===== src/rtl/vga_timing_gen.sv =====
// 640x480@60 VGA raster timing generator: pixel/line counters, sync/blank decode,
// line/frame strobes and an 8-bit frame counter, all registered and mutually aligned.
module vga_timing_gen #(
    parameter int H_DISPLAY       = 640,
    parameter int H_FRONT         = 16,
    parameter int H_SYNC          = 96,
    parameter int H_BACK          = 48,
    parameter int V_DISPLAY       = 480,
    parameter int V_FRONT         = 10,
    parameter int V_SYNC          = 2,
    parameter int V_BACK          = 33,
    parameter int SYNC_ACTIVE_LOW = 1
) (
    input  logic       clk,
    input  logic       rst,
    input  logic       ena,
    output logic       hsync,
    output logic       vsync,
    output logic       display_on,
    output logic [9:0] hpos,
    output logic [9:0] vpos,
    output logic       line_start,
    output logic       frame_start,
    output logic [7:0] frame
);

    localparam int H_TOTAL = H_DISPLAY + H_FRONT + H_SYNC + H_BACK;
    localparam int V_TOTAL = V_DISPLAY + V_FRONT + V_SYNC + V_BACK;

    localparam logic [9:0]  H_LAST     = 10'(H_TOTAL - 1);
    localparam logic [9:0]  V_LAST     = 10'(V_TOTAL - 1);
    localparam logic [10:0] H_DISP_END = 11'(H_DISPLAY);
    localparam logic [10:0] V_DISP_END = 11'(V_DISPLAY);
    localparam logic [10:0] H_SYNC_BEG = 11'(H_DISPLAY + H_FRONT);
    localparam logic [10:0] H_SYNC_END = 11'(H_DISPLAY + H_FRONT + H_SYNC);
    localparam logic [10:0] V_SYNC_BEG = 11'(V_DISPLAY + V_FRONT);
    localparam logic [10:0] V_SYNC_END = 11'(V_DISPLAY + V_FRONT + V_SYNC);
    localparam logic        SYNC_ON    = (SYNC_ACTIVE_LOW != 0) ? 1'b0 : 1'b1;

    // Counters are 10 bits wide; larger rasters cannot be represented.
    if ((H_TOTAL > 1024) || (V_TOTAL > 1024)) begin : g_bad_totals
        $error("vga_timing_gen: H_TOTAL and V_TOTAL must not exceed 1024");
    end

    logic [9:0]  hpos_q, hpos_d;
    logic [9:0]  vpos_q, vpos_d;
    logic [7:0]  frame_q, frame_d;
    logic        hsync_q, hsync_d;
    logic        vsync_q, vsync_d;
    logic        display_on_q, display_on_d;
    logic        line_start_q, line_start_d;
    logic        frame_start_q, frame_start_d;
    logic [10:0] h_ext_s;
    logic [10:0] v_ext_s;

    // Next raster position and the decode of that position, so outputs line up with hpos/vpos.
    always_comb begin
        hpos_d  = hpos_q;
        vpos_d  = vpos_q;
        frame_d = frame_q;
        if (ena) begin
            if (hpos_q == H_LAST) begin
                hpos_d = 10'd0;
                if (vpos_q == V_LAST) begin
                    vpos_d  = 10'd0;
                    frame_d = frame_q + 8'd1;
                end else begin
                    vpos_d = vpos_q + 10'd1;
                end
            end else begin
                hpos_d = hpos_q + 10'd1;
            end
        end else begin
            hpos_d = hpos_q;
        end

        h_ext_s = {1'b0, hpos_d};
        v_ext_s = {1'b0, vpos_d};

        if ((h_ext_s >= H_SYNC_BEG) && (h_ext_s < H_SYNC_END)) begin
            hsync_d = SYNC_ON;
        end else begin
            hsync_d = ~SYNC_ON;
        end

        if ((v_ext_s >= V_SYNC_BEG) && (v_ext_s < V_SYNC_END)) begin
            vsync_d = SYNC_ON;
        end else begin
            vsync_d = ~SYNC_ON;
        end

        display_on_d = (h_ext_s < H_DISP_END) && (v_ext_s < V_DISP_END);
        // Strobes only fire on an advancing clock so a frozen raster never repeats them.
        line_start_d  = ena && (hpos_d == 10'd0);
        frame_start_d = ena && (hpos_d == 10'd0) && (vpos_d == 10'd0);
    end

    // State and output registers; reset parks one pixel before (0, 0).
    always_ff @(posedge clk or posedge rst) begin
        if (rst) begin
            hpos_q        <= H_LAST;
            vpos_q        <= V_LAST;
            frame_q       <= 8'hFF;
            hsync_q       <= ~SYNC_ON;
            vsync_q       <= ~SYNC_ON;
            display_on_q  <= 1'b0;
            line_start_q  <= 1'b0;
            frame_start_q <= 1'b0;
        end else begin
            hpos_q        <= hpos_d;
            vpos_q        <= vpos_d;
            frame_q       <= frame_d;
            hsync_q       <= hsync_d;
            vsync_q       <= vsync_d;
            display_on_q  <= display_on_d;
            line_start_q  <= line_start_d;
            frame_start_q <= frame_start_d;
        end
    end

    assign hpos        = hpos_q;
    assign vpos        = vpos_q;
    assign frame       = frame_q;
    assign hsync       = hsync_q;
    assign vsync       = vsync_q;
    assign display_on  = display_on_q;
    assign line_start  = line_start_q;
    assign frame_start = frame_start_q;

endmodule


===== config.mk =====
export PLATFORM = sky130hd
export DESIGN_NAME = vga_timing_gen
export DESIGN_NICKNAME = d
export VERILOG_FILES = /design/src/rtl/vga_timing_gen.sv
export SDC_FILE = /design/constraint.sdc
export NUM_CORES = 1
export LEC_CHECK = 0
export ABC_AREA = 1
export CELL_PAD_IN_SITES_DETAIL_PLACEMENT = 1
export CELL_PAD_IN_SITES_GLOBAL_PLACEMENT = 2
export CORE_MARGIN = 5
export CORE_UTILIZATION = 34
export CTS_BUF_LIST = sky130_fd_sc_hd__clkbuf_2
export CTS_CLUSTER_SIZE = 8
export DETAILED_ROUTE_END_ITERATION = 8
export GPL_TIMING_DRIVEN = 0
export PLACE_DENSITY = 0.87
export RECOVER_POWER = 100
export SLEW_MARGIN = 20
export SYNTH_ARGS = -nofsm -noshare
export SYNTH_HDL_FRONTEND = slang
export SYNTH_SLANG_ARGS = --single-unit

===== constraint.sdc =====
create_clock -name clk -period 4.4 [get_ports clk]
set_input_delay 0.88 -clock clk [delete_from_list [all_inputs] [get_ports clk]]
set_output_delay 0.88 -clock clk [all_outputs]
set_load 0.02 [all_outputs]

==> summary.md, run 1 <==
| Metric | Value |
|---|---|
| Status | `finished clean` |
| N_diodes | `0` |
| Worst Setup End Kind | `flop` |
| Crit-path max FO | `9` |
| Post-synthesis simple-gate area fraction | `0.380` |
| CP peak stage delay | `0.69 ns` |
| Post-route ant nets | `0` |
| Mux share of post-synthesis cell area | `0` |
| Max Root-Sink Buffers | `2` |
| Synth top area cells | `dfstp_2 (26%), dfrtp_1 (16%), nand2_1 (13%)` |
| Top_reg_cell synth | `dfstp_2` |
| Ys Warns | `0` |
| Routability cong. | `0.751` |
| Critical Path RT | `4.72 ns` |
| Post-Syn Area | `0.00201 mm^2` |
| Post-route cell area | `0.00239 mm^2` |
| Synth unique cells | `27` |
| Setup CP Type | `reg2reg` |
| Crit path max-delay cell type | `dfstp_1` |
| Clk_lat worst skew | `0.38 ns` |
| Global-route wire length before repair | `9160 um` |
| Worst vdd ir | `0.000152 V` |
| Layout Skew | `0.0101 ns` |
| Syn Nets | `264` |
| Fin crit period | `2.88 ns` |
| Grt ovf | `0` |
| Vias | `between 1.5k and 2k` |
| DP HPWL | `4170 um` |
| Synth Area per Inst | `7.81 um^2` |
| Max H-tree Level | `2` |
| Synthesis-to-finish area growth | `19.2%` |
| Max frequency | `0.348 GHz` |
| Critical path launch point type | `flop` |
| Max-capacitance violation count | `0` |
| Reg2reg path depth | `11` |
| Total GRT Usage | `0.155` |
| Sequential fraction of the synthesis area | `0.424` |
| Asr flop ratio synth | `1.00` |
| Clk pin slew, worst setup/hold paths | `0.19 ns` |
| Core area | `roughly 0.0058 mm^2` |
| #FFs+latches synth | `33` |
| Die Height | `about 87 um` |
| Clk root buf | `clkbuf_2` |
| Hold Crit Depth | `1` |
| Crit share post-route | `0.653` |
| Leakage | `1.16 nW` |
| Num rows | `28` |
| Port bufs | `34` |
| Synth Area in Adders | `0.0249` |
| Layout cells sized above 1 | `0.117` |
| Post-layout nets | `305` |
| Post-cts hold buffer count | `0` |
| # DRC | `0` |
| Post-synth EDFFs | `0` |
| Initial core utilization | `0.345` |
| Cell chain of the critical path | `ha_1 > nand2_1 > nor2_1 > nand4_1 > a21oi_1 > inv_1 > nand2_1 > nand2_1 > nor2_1 > nand3_1 > nor2_1` |
| Die area | `0.00754 mm^2` |
| Initial DRC count | `28` |
| Synth cell count leaders | `nand2_1 (69), inv_1 (44), nor2_1 (29), nand3_1 (26), dfstp_2 (20)` |
| Initial antenna violation count | `0` |
| Yosys top cell by area | `dfstp_2` |
| Total power | `893 uW` |
| Worst slew pin tran | `1.26 ns` |
| Largest net degree at the start of global routing | `34` |
| CTS buffer count | `5` |
| Largest family of logic cells by synthesized area | `simple AND/OR/NAND/NOR gates` |
| Hold Path Class | `reg2reg` |
| Synth top area share | `0.262` |
| Final WL | `~5300 um` |
| Most common cell in the synthesized netlist | `nand2_1` |
| Drt first pass iters | `4` |
| Post-Synth XOR/XNOR Area | `0.0436` |
| Post_cts resized | `0` |
| Post-placement cell area | `0.00244 mm^2` |
| Io pins | `36` |
| Clock Sinks | `33` |
| Vias in the first global route | `1857` |
| Pins over their slew limit | `0` |
| Max-slew headroom | `0.160` |
| Vias per cell | `between 4 and 5` |
| Worst Path Arrival | `3.20 ns` |
| Pwr/cell area | `373 mW/mm^2` |
| Final setup vio count | `0` |
| CTS tree | `yes` |
| Final Hold Vio Count | `0` |
| Die width | `86.8 um` |
| Post-CTS Setup Inserts | `0` |
| RSZ-0062 raised after global routing | `false` |
| Setup TNS | `0 ns` |
| Routed len/inst | `roughly 14 um` |
| Synth Area in Compound Gates | `0.0380` |
| Syn Inst Count | `between 200 and 300` |
state kept, by name, indices dropped and copies added, names as in the netlist:
signal,cells
hpos,10
vpos,10
frame,8
display_on,1
frame_start,1
hsync,1
line_start,1
vsync,1
layout make-up:
type | instances | area (um^2)
inverters | 46 | 173
clock buffers | 5 | 25.0
fillers | 734 | 3420
multi-input cells | 177 | 885
plain buffers | 1 | 7.51
repair buffers | 34 | 340
clock inverters | 3 | 17.5
well taps | 75 | 93.8
flip-flops and latches | 33 | 851
report_power, final:
| group | leakage (nW) | switching [mW] | internal, mW | total (mW) |
|---|---|---|---|---|
| registers | 0.357 | 0.0669 | 0.367 | 0.434 |
| clock network | 0.0287 | 0.114 | 0.0371 | 0.151 |
| logic | 0.770 | 0.195 | 0.113 | 0.308 |
critical path: cells and delay by family (launching register included):
family / cells / cell delay (ns)
buffers and inverters: 1 / 0.07
DFF: 1 / 0.69
and+or+nand+nor: 8 / 1.41
AOI/OAI and AO/OA: 1 / 0.44
adders and majority gates: 1 / 0.21
cell usage in the layout, fill, tap and decap left out, drive strengths merged:
| cell | instances |
|---|---|
| nor2 | 36 |
| dfstp | 20 |
| clkinv | 4 |
| nand4 | 8 |
| dfrtp | 13 |
| buf | 1 |
| xnor2 | 5 |
| or2 | 1 |
| ha | 4 |
| clkinvlp | 1 |
| xor2 | 5 |
| clkbuf | 5 |
| nand3 | 29 |
| o21bai | 2 |
| a21o | 1 |
| nand2 | 72 |
| a21oi | 1 |
| nor3 | 4 |
| inv | 44 |
| o21ai | 9 |
| dlygate4sd3 | 34 |
final timing paths:
check / start / end / slack, ns
hold reg to reg: frame[7] / frame[7] / 0.50
max in group asynchronous: rst / vpos[6] / 2.40
setup / recovery: hpos[0] / frame_start / 1.52
min in group asynchronous: rst / vpos[4] / 1.26
setup reg to reg: hpos[0] / frame_start / 1.52
hold / removal: frame[7] / frame[7] / 0.50
metal layers:
layer  vias up  global-route usage  share of wire
li1        879                   -              -
met1       871               0.200           0.45
met2        24               0.266           0.51
met3         4              0.0314          0.030
met4         0              0.0382         0.0081
met5         -                   0              0
through the flow:
step	setup WS (ns)	utilization	hold slack (ns)	std cells
6_report	1.52	0.411	0.505	374
5_1_grt	1.17	0.411	0.529	374
4_1_cts	1.85	0.427	0.508	374
3_5_place_dp	1.89	0.420	0.485	366
3_3_place_gp	1.88	0.420	0.476	366
2_1_floorplan	2.35	-	0.521	257
logic make-up (layout without fill, tap and decap cells):
logic type / after synthesis / after routing
xor+xnor: 10 / 10
buf+inv: 47 / 89
simple gates: 150 / 150
compound gates: 13 / 13
flops: 33 / 33
fa+ha+maj: 4 / 4
Note: power is estimated with default switching activity, not from simulation.
==> run 2, diff against run 1 <==
--- a/config.mk
+++ b/config.mk
@@ -9,12 +9,12 @@
 export CELL_PAD_IN_SITES_DETAIL_PLACEMENT = 1
 export CELL_PAD_IN_SITES_GLOBAL_PLACEMENT = 2
 export CORE_MARGIN = 5
-export CORE_UTILIZATION = 34
+export CORE_UTILIZATION = 28
 export CTS_BUF_LIST = sky130_fd_sc_hd__clkbuf_2
 export CTS_CLUSTER_SIZE = 8
 export DETAILED_ROUTE_END_ITERATION = 8
 export GPL_TIMING_DRIVEN = 0
-export PLACE_DENSITY = 0.87
+export PLACE_DENSITY = 0.76
 export RECOVER_POWER = 100
 export SLEW_MARGIN = 20
 export SYNTH_ARGS = -nofsm -noshare
==> constraint.sdc (replaced) <==
create_clock -name clk -period 2.5 [get_ports clk]
set_input_delay 0.5 -clock clk [delete_from_list [all_inputs] [get_ports clk]]
set_output_delay 0.5 -clock clk [all_outputs]
set_load 0.02 [all_outputs]
==> summary.md, run 2 (synthesis gave the netlist of run 1 again) <==
| Metric | Value |
|---|---|
| DP HPWL | `4360 um (was 4170 um)` |
| Max-slew headroom | `0.109 (was 0.160)` |
| Port bufs | `34 (unchanged)` |
| Reg2reg path depth | `12 (was 11)` |
| Most frequent cells in the layout | `nand2_1 (71), inv_1 (46), dlygate4sd3_1 (34) (was nand2_1 (70), inv_1 (44), nor2_1 (34), dlygate4sd3_1 (34), nand3_1 (27))` |
| Vias | `1764 (was 1778)` |
| Num rows | `30 (was 28)` |
| Met3 usage | `0.0263 (was 0.0314)` |
| GRT Max-Usage Layer | `met2 (unchanged)` |
| Clk root buf | `clkbuf_2 (unchanged)` |
| Total power | `1.60 mW (was 893 uW)` |
| Leakage | `1.22 nW (was 1.16 nW)` |
| Min-delay src | `ena (was frame[7])` |
| Total GRT Usage | `0.138 (was 0.155)` |
| Vias per cell | `4.43 (was 4.75)` |
| Most common cell after layout, fill and taps aside | `nand2_1 (unchanged)` |
| Max H-tree Level | `2 (unchanged)` |
| Cell chain of the critical path | `dlygate4sd3_1 (was ha_1 > nand2_1 > nor2_1 > nand4_1 > a21oi_1 > inv_1 > nand2_1 > nand2_1 > nor2_1 > nand3_1 > nor2_1)` |
| Worst vdd ir | `0.000219 V (was 0.000152 V)` |
| Max Root-Sink Buffers | `2 (unchanged)` |
| Synthesis-to-finish area growth | `24.9% (was 19.2%)` |
| Post-layout nets | `308 (was 305)` |
| Initial core utilization | `0.292 (was 0.345)` |
| Clk pin slew, worst setup/hold paths | `0.21 ns (was 0.19 ns)` |
| Fin crit period | `2.29 ns` |
| N_diodes | `0 (unchanged)` |
| Final WL | `5690 um (was 5330 um)` |
| Pins over their slew limit | `0 (unchanged)` |
| Setup CP Type | `reg2out (was reg2reg)` |
| Routability cong. | `0.763 (was 0.751)` |
| Hold EP | `hpos[1] (was frame[7])` |
| Hold Path Class | `in2reg (was reg2reg)` |
| Drt first pass iters | `4 (unchanged)` |
| CTS tree | `yes (unchanged)` |
| Layout cells sized above 1 | `0.142 (was 0.117)` |
| Worst Setup End Kind | `primary output (was flop)` |
| Status | `finished clean (unchanged)` |
| Kind of cell adding the most delay to the critical path | `buffers and inverters (was simple AND/OR/NAND/NOR gates)` |
| Layout Skew | `0.0403 ns (was 0.0101 ns)` |
| Worst Path Arrival | `1.79 ns (was 3.20 ns)` |
| Crit path max-delay cell type | `dlygate4sd3_1 (was dfstp_1)` |
| Vias in the first global route | `1879 (was 1857)` |
| Pwr/cell area | `636 mW/mm^2 (was 373 mW/mm^2)` |
| Die Height | `94.7 um (was 86.8 um)` |
| Setup TNS | `0 ns (unchanged)` |
| Critical Path RT | `2.00 ns (was 4.72 ns)` |
| Io pins | `36 (unchanged)` |
| Reg2Reg Launch Point | `hpos[0] (unchanged)` |
| Largest net degree at the start of global routing | `34 (unchanged)` |
| # DRC | `0 (unchanged)` |
| Routed len/inst | `14.3 um (was 14.2 um)` |
| Max frequency | `0.437 GHz` |
| Worst slew pin tran | `1.33 ns (was 1.26 ns)` |
| Clock Sinks | `33 (unchanged)` |
| Crit share post-route | `0.915` |
| Final Hold Vio Count | `0 (unchanged)` |
| Grt ovf | `0 (unchanged)` |
| Initial DRC count | `38 (was 28)` |
| Core area | `0.00687 mm^2 (was 0.00582 mm^2)` |
| Initial antenna violation count | `0 (unchanged)` |
| Final setup vio count | `0 (unchanged)` |
| Global-route wire length before repair | `9540 um (was 9160 um)` |
| Max-capacitance violation count | `0 (unchanged)` |
| Critical path launch point type | `flop (unchanged)` |
| Die area | `0.00896 mm^2 (was 0.00754 mm^2)` |
| M2 GR Usage | `0.245 (was 0.266)` |
| CP peak stage delay | `0.71 ns (was 0.69 ns)` |
| Worst r2r dst | `frame_start (unchanged)` |
| RSZ-0062 raised after global routing | `false (unchanged)` |
| Post-route ant nets | `0 (unchanged)` |
| Hold Crit Depth | `3 (was 1)` |
| Die width | `94.7 um (was 86.8 um)` |
| CTS buffer count | `5 (unchanged)` |
| Crit-path max FO | `7 (was 9)` |
| Met1 usage | `0.171 (was 0.200)` |
| Critical path buffers and inverters | `1 (unchanged)` |
| FF-to-FF setup slack | `0.26 ns (was 1.52 ns)` |
| Clk_lat worst skew | `0.40 ns (was 0.38 ns)` |
==> run 2: cell count changes in the layout (fill, tap and decap cells not counted), sizes merged <==
cell	change
clkbuf	+3
inv	+2
clkinv	-2
==> run 2: power by group <==
group          switching, mW  leakage, nW  internal, mW
registers              0.120        0.356         0.645
logic                  0.357        0.833         0.200
clock network          0.209       0.0287        0.0653
total                  0.686         1.22         0.910
==> run 2: how the worst max path moves through the flow <==
stage                        from           to  depth (start not counted)
after floorplan           hpos[0]     frame[6]                         11
after global placement    hpos[0]  frame_start                         11
after detailed placement  hpos[0]  frame_start                         11
after CTS                 hpos[0]  frame_start                         11
after global routing      hpos[0]  frame_start                         11
final                     hpos[3]      hpos[3]                          1
==> run 2: layout make-up <==
type,instances,area [um^2]
fill,864,4360
inverter,46,173
multi-input combinational,177,951
buffer,1,7.51
clock buffer,5,25.0
clock inverter,3,17.5
tap,96,120
sequential,33,851
timing repair buffer,37,363
==> run 2: what timing repair did <==
item / in CTS / in global routing
setup buffers: 0 / 3
hold buffers: 0 / 0
resized for setup: 0 / 1
endpoints found under the setup margin: 0 / 1
==> run 2: routing by layer <==
layer	vias to the layer above	routed length [um]
met2	21	2910
met1	853	2570
li1	886	-
met5	-	0
met3	4	158
met4	0	48
==> run 2: worst reg2reg max path: cells and delay by family, from the launching register on <==
kind | cells | cell delay, ns
buffers and inverters | 2 | 0.27
DFF | 1 | 0.64
and+or+nand+nor | 9 | 1.08
adders and majority gates | 1 | 0.19
==> run 2: stage by stage <==
stage,cell area [um^2],utilization,worst slack [ns],hold WS [ns],instances
floorplan,2010,-,0.639,0.521,257
global placement,2470,0.359,0.196,0.477,387
detailed placement,2470,0.359,0.230,0.483,387
CTS,2510,0.365,0.169,0.407,395
global route,2510,0.365,0.0469,0.410,398
finish,2510,0.365,0.212,0.419,398
